$ cat config.mk
export PLATFORM = sky130hd
export DESIGN_NAME = car_lane_resolver
export DESIGN_NICKNAME = d
export VERILOG_FILES = /design/src/rtl/car_lane_resolver.sv
export SDC_FILE = /design/constraint.sdc
export NUM_CORES = 1
export LEC_CHECK = 0
export CAP_MARGIN = 20
export CORE_UTILIZATION = 29
export CTS_CLUSTER_SIZE = 14
export DETAILED_ROUTE_END_ITERATION = 10
export SLEW_MARGIN = 20
export SYNTH_ARGS = -nofsm -noshare
export SYNTH_HDL_FRONTEND = slang
export SYNTH_SLANG_ARGS = --single-unit
$ cat constraint.sdc
create_clock -name clk -period 5.8 [get_ports clk]
set_clock_uncertainty 0.1 [all_clocks]
set_input_delay 0.58 -clock clk [delete_from_list [all_inputs] [get_ports clk]]
set_output_delay 0.58 -clock clk [all_outputs]
set_load 0.01 [all_outputs]
$ cat src/rtl/car_lane_resolver.sv
// car_lane_resolver: lane position, move latching, game-step tick, post-crash immunity and lives for Car Dash
module car_lane_resolver #(
   parameter int LANES        = 6,
   parameter int TICK_DIV     = 50000000,
   parameter int IMMUNE_TICKS = 3,
   parameter int LIVES        = 3,
   parameter int START_POS    = 2
) (
   input  logic                     clk,
   input  logic                     rst_n,
   input  logic [LANES-1:0]         next_row,
   input  logic [LANES-1:0]         head_row,
   input  logic [1:0]               move_req,
   input  logic                     restart,
   output logic [$clog2(LANES)-1:0] position,
   output logic                     step,
   output logic                     crash,
   output logic                     immune,
   output logic [3:0]               lives_left,
   output logic                     game_over
);
   localparam int PW = $clog2(LANES);
   localparam int TW = (TICK_DIV > 1) ? $clog2(TICK_DIV) : 1;
   localparam int IW = $clog2(IMMUNE_TICKS + 1);
   localparam logic [PW-1:0] LEFT_EDGE = PW'(LANES - 1);
   typedef enum logic [1:0] {ALIVE, IMMUNE, GAME_OVER} state_t;
   state_t          state_q, state_d;
   logic [TW-1:0]   tick_q, tick_d;
   logic [IW-1:0]   imm_q, imm_d;
   logic [1:0]      latch_q, latch_d;
   logic [PW-1:0]   pos_q, pos_d;
   logic [3:0]      lives_q, lives_d;
   logic            step_q, step_d;
   logic            crash_q, crash_d;
   logic            step_cycle, req_valid, hit;
   logic [1:0]      move;
   logic [PW-1:0]   target;
   // Decode this step's effective move, the lane it leads to, and whether that lane is blocked
   always_comb begin
      step_cycle = tick_q == TW'(TICK_DIV - 1);
      req_valid  = move_req == 2'b10 || move_req == 2'b01;
      move       = (latch_q != 2'b00) ? latch_q : req_valid ? move_req : 2'b00;
      target     = (move == 2'b10 && pos_q != LEFT_EDGE) ? pos_q + PW'(1)
                 : (move == 2'b01 && pos_q != '0) ? pos_q - PW'(1) : pos_q;
      hit        = (target == pos_q) ? next_row[pos_q] : next_row[target] | head_row[target];
   end
   // Next-state: divider, latch, and the per-step resolution of ALIVE / IMMUNE / GAME_OVER
   always_comb begin
      state_d = state_q;
      tick_d  = step_cycle ? '0 : tick_q + TW'(1);
      imm_d   = imm_q;
      latch_d = latch_q;
      pos_d   = pos_q;
      lives_d = lives_q;
      step_d  = 1'b0;
      crash_d = 1'b0;
      if (state_q == GAME_OVER) begin
         if (restart) begin
            state_d = ALIVE;
            lives_d = 4'(LIVES);
            pos_d   = PW'(START_POS);
            tick_d  = '0;
            latch_d = 2'b00;
         end
      end else if (step_cycle) begin
         step_d  = 1'b1;
         latch_d = 2'b00;
         if (state_q == IMMUNE) begin
            pos_d   = target;
            imm_d   = imm_q - IW'(1);
            state_d = (imm_q == IW'(1)) ? ALIVE : IMMUNE;
         end else if (hit) begin
            crash_d = 1'b1;
            lives_d = (lives_q != 4'd0) ? lives_q - 4'd1 : lives_q;
            state_d = (lives_q <= 4'd1) ? GAME_OVER : IMMUNE;
            imm_d   = IW'(IMMUNE_TICKS);
         end else begin
            pos_d = target;
         end
      end else if (latch_q == 2'b00 && req_valid) begin
         latch_d = move_req;
      end
   end
   // State registers with asynchronous reset to the start-of-game values
   always_ff @(posedge clk or negedge rst_n) begin
      if (!rst_n) begin
         state_q <= ALIVE;
         tick_q  <= '0;
         imm_q   <= '0;
         latch_q <= 2'b00;
         pos_q   <= PW'(START_POS);
         lives_q <= 4'(LIVES);
         step_q  <= 1'b0;
         crash_q <= 1'b0;
      end else begin
         state_q <= state_d;
         tick_q  <= tick_d;
         imm_q   <= imm_d;
         latch_q <= latch_d;
         pos_q   <= pos_d;
         lives_q <= lives_d;
         step_q  <= step_d;
         crash_q <= crash_d;
      end
   end
   assign position   = pos_q;
   assign step       = step_q;
   assign crash      = crash_q;
   assign immune     = state_q == IMMUNE;
   assign lives_left = lives_q;
   assign game_over  = state_q == GAME_OVER;
endmodule

==> impl_metrics.yaml <==
floorplan:
  die_x_um: 95.2
  num_rows: 33
  io_pins: 28
  start_util: 0.304
  die_h_um: 95.2
  die_area_um2: 9070
  core_area_um2: 8300
global_routing:
  grt_pass1_wl_um: 8980
  grt_use_total: 0.126
  antenna_found_initial: 0
  first_global_vias: 1946
  overflow: 0
  grt_max_degree: 42
clock_tree:
  cts_max_level: 2
  cts_hold_buf: 0
  clk-insertion-delay-late_ns: 0.29
  postCtsSetupRepairBufs: 0
  cts-buffers-inserted: 5
  root_buffer: "clkbuf_8"
  cts_buffer_depth: 2
  cts_resized: 0
  clk_transition_reported_paths_ns: 0.08
  cts_tree: "built"
  cts.sinks: 41
final_layout:
  syn_to_final_growth_pct: 19.3
  nFillCells: 852
  postLayoutCoreUtil: 0.362
  nets: 329
  regArea_um2: 1030
  instances_no_fill: 406
  drive_gt1_frac: 0.0930
  multi_input_area_um2: 1390
  diodes: 0
setup_path:
  crit_type: "in2reg"
  cp_slowest_stage_delay_ns: 0.50
  cp-start-kind: "input port"
  worst-r2r-cell-count: 10
  crit_required_ns: 5.88
  worstPathArrival_ns: 3.44
  crit_cells: 11
  cp_max_fo: 13
  critPathBufInv: 2
  cpLargestDelayFamily: "compound AO/OA/AOI/OAI gates"
  slowest_stage: "clkdlybuf4s50_1"
  cp-end-kind: "register"
  crit_chain: "clkdlybuf4s50_1 -> inv_1 -> ha_1 -> and2b_1 -> o21ai_2 -> a211o_1 -> o2bb2ai_1 -> a2bb2o_4 -> o31ai_4 -> o21ai_1 -> mux2_1"
synth:
  synth_nets: 301
  postSynthCellCount: 272
  synth_area_leaders: "dfrtp_1 38%, ha_1 6.0%, nor2_1 4.3%"
  synth_edf_count: 0
  synth_seq_cells: 41
  synth_cell_type_count: 58
  yosysSeqAreaShare: 0.408
  netlist_area_um2: 2520
  synth_top_area_cell: "dfrtp_1"
  avgSynthCellArea_um2: 9.27
  async_reset_ff_frac: 1.00
  yosys_warnings: 0
  synth_top_area_share: 0.377
  synth_ff_type: "dfrtp_1"
worst_hold_path:
  min_path_type: "in2async"
power_and_ir_drop:
  peakVddDrop_mv: 0.130
  p_per_area_nw_per_um2: 224
  power_frac_comb: 0.201
  power.leakage_uw: 0.00128
  switching_share: 0.273
  p_switching_uw: 184
  p_clk_frac: 0.348
  p_seq_frac: 0.451
  intPower_uw: 490
sta:
  fin_crit_sh: 0.580
  finalCriticalPeriod_ns: 3.36
  max_freq_mhz: 298
  fin_tns_setup_ns: 0
  tightest_slew_ns: 0.904
  hold_violations: 0
  setup_viol: 0
  rsz0062_at_grt: "no"
  slew_violations: 0
  slew_headroom: 0.398
detailed_routing:
  first_pass_iters: 4
  drt_iter0_drc: 83
  postRouteAntennaNets: 0
  vias: 2020
  drc_errors: 0
  viasPerCell: 4.98
  drt-total-wl_um: 5060
  drt-wirelength-per-cell_um: 12.5
outcome:
  status: "completed"
job:
  max_cap_viol_count: 0
placement:
  dp_hpwl_um: 3660
  portBuffers: 27
  dp_cells: 398
  place_congestion: 0.774
layout make-up:
cell class | instances | share of cell area
Clock inverter | 1 | 0.00999
Timing Repair Buffer | 27 | 0.0882
Clock buffer | 7 | 0.0287
Tap cell | 105 | 0.0437
Sequential cell | 41 | 0.342
Multi-Input combinational cell | 206 | 0.463
Inverter | 19 | 0.0237
synthesized netlist by cell type, drive strengths merged (7+ instances only):
| cell type | instances |
|---|---|
| nand3 | 11 |
| xor2 | 12 |
| a21oi | 14 |
| xnor2 | 7 |
| nor2 | 29 |
| nand2 | 26 |
| inv | 19 |
| or3 | 8 |
| o21ai | 10 |
| ha | 12 |
| nor3 | 11 |
| dfrtp | 38 |
power by group through the flow:
stage                     Combinational [µW]  Clock, µW  Sequential [µW]
after floorplan                          103          0              307
after global placement                   134          0              310
after detailed placement                 134          0              309
after CTS                                136        244              303
after global routing                     153        258              306
final                                    135        234              304
flip-flops by register name (all words and copies together) (netlist names):
signal and cells:
crash 1, imm_q 2, latch_q 2, lives_left 4, position 3, state_q 2
step 1, tick_q 26
metal layers:
metal  GRT usage  wire length (µm)  part of all wire
met1       0.163              2490              0.49
met2       0.203              2330              0.46
met3      0.0343               166             0.033
met4      0.0417                73             0.014
met5           0                 0                 0
through the flow:
step / setup slack (ns) / cell area [µm²] / hold slack [ns] / total power [µW]
2_1_floorplan: 3.03 / 2520 / 0.184 / 410
3_3_place_gp: 2.24 / 2890 / 0.373 / 443
3_5_place_dp: 2.15 / 2890 / 0.386 / 444
4_1_cts: 2.45 / 3010 / 0.355 / 684
5_1_grt: 2.27 / 3010 / 0.391 / 717
6_report: 2.44 / 3010 / 0.306 / 673
kinds of logic (layout without fill, tap and decap cells):
kind of cell | count (synthesis) | in the layout | synth area share
compound gates | 52 | 52 | 0.159
xor+xnor | 19 | 19 | 0.0660
fa+ha+maj | 12 | 12 | 0.0596
buf+inv | 25 | 54 | 0.0392
flops | 41 | 41 | 0.408
mux | 7 | 7 | 0.0337
simple gates | 116 | 116 | 0.234
placed cells by master (no fill, tap or decap), drive strengths merged, types with 4 or more instances in the layout:
cell type | netlist | layout
a21oi | 14 | 14
clkbuf | 4 | 7
and3 | 6 | 6
nor2b | 4 | 4
nand4 | 4 | 4
inv | 19 | 19
xnor2 | 7 | 7
nor4 | 4 | 4
o21ai | 10 | 10
nor3 | 11 | 11
dfrtp | 38 | 38
xor2 | 12 | 12
nor2 | 29 | 29
or3 | 8 | 8
nand2 | 26 | 26
ha | 12 | 12
mux2i | 4 | 4
o211ai | 6 | 6
nand3 | 11 | 11
clkdlybuf4s50 | 0 | 26
final timing paths:
check | startpoint | endpoint | slack [ns]
max | move_req[0] | position[2]$_DFFE_PN0P_ | 2.44
min | rst_n | tick_q[15]$_DFF_PN0_ | 0.31
max reg2reg | position[0]$_DFFE_PN0P_ | position[2]$_DFFE_PN0P_ | 2.63
min reg2reg | imm_q[1]$_DFFE_PN0P_ | imm_q[1]$_DFFE_PN0P_ | 0.41
max in group asynchronous | rst_n | lives_left[3]$_DFFE_PN0P_ | 4.72
min in group clk | imm_q[1]$_DFFE_PN0P_ | imm_q[1]$_DFFE_PN0P_ | 0.41
Note: power is estimated with default switching activity, not from simulation.
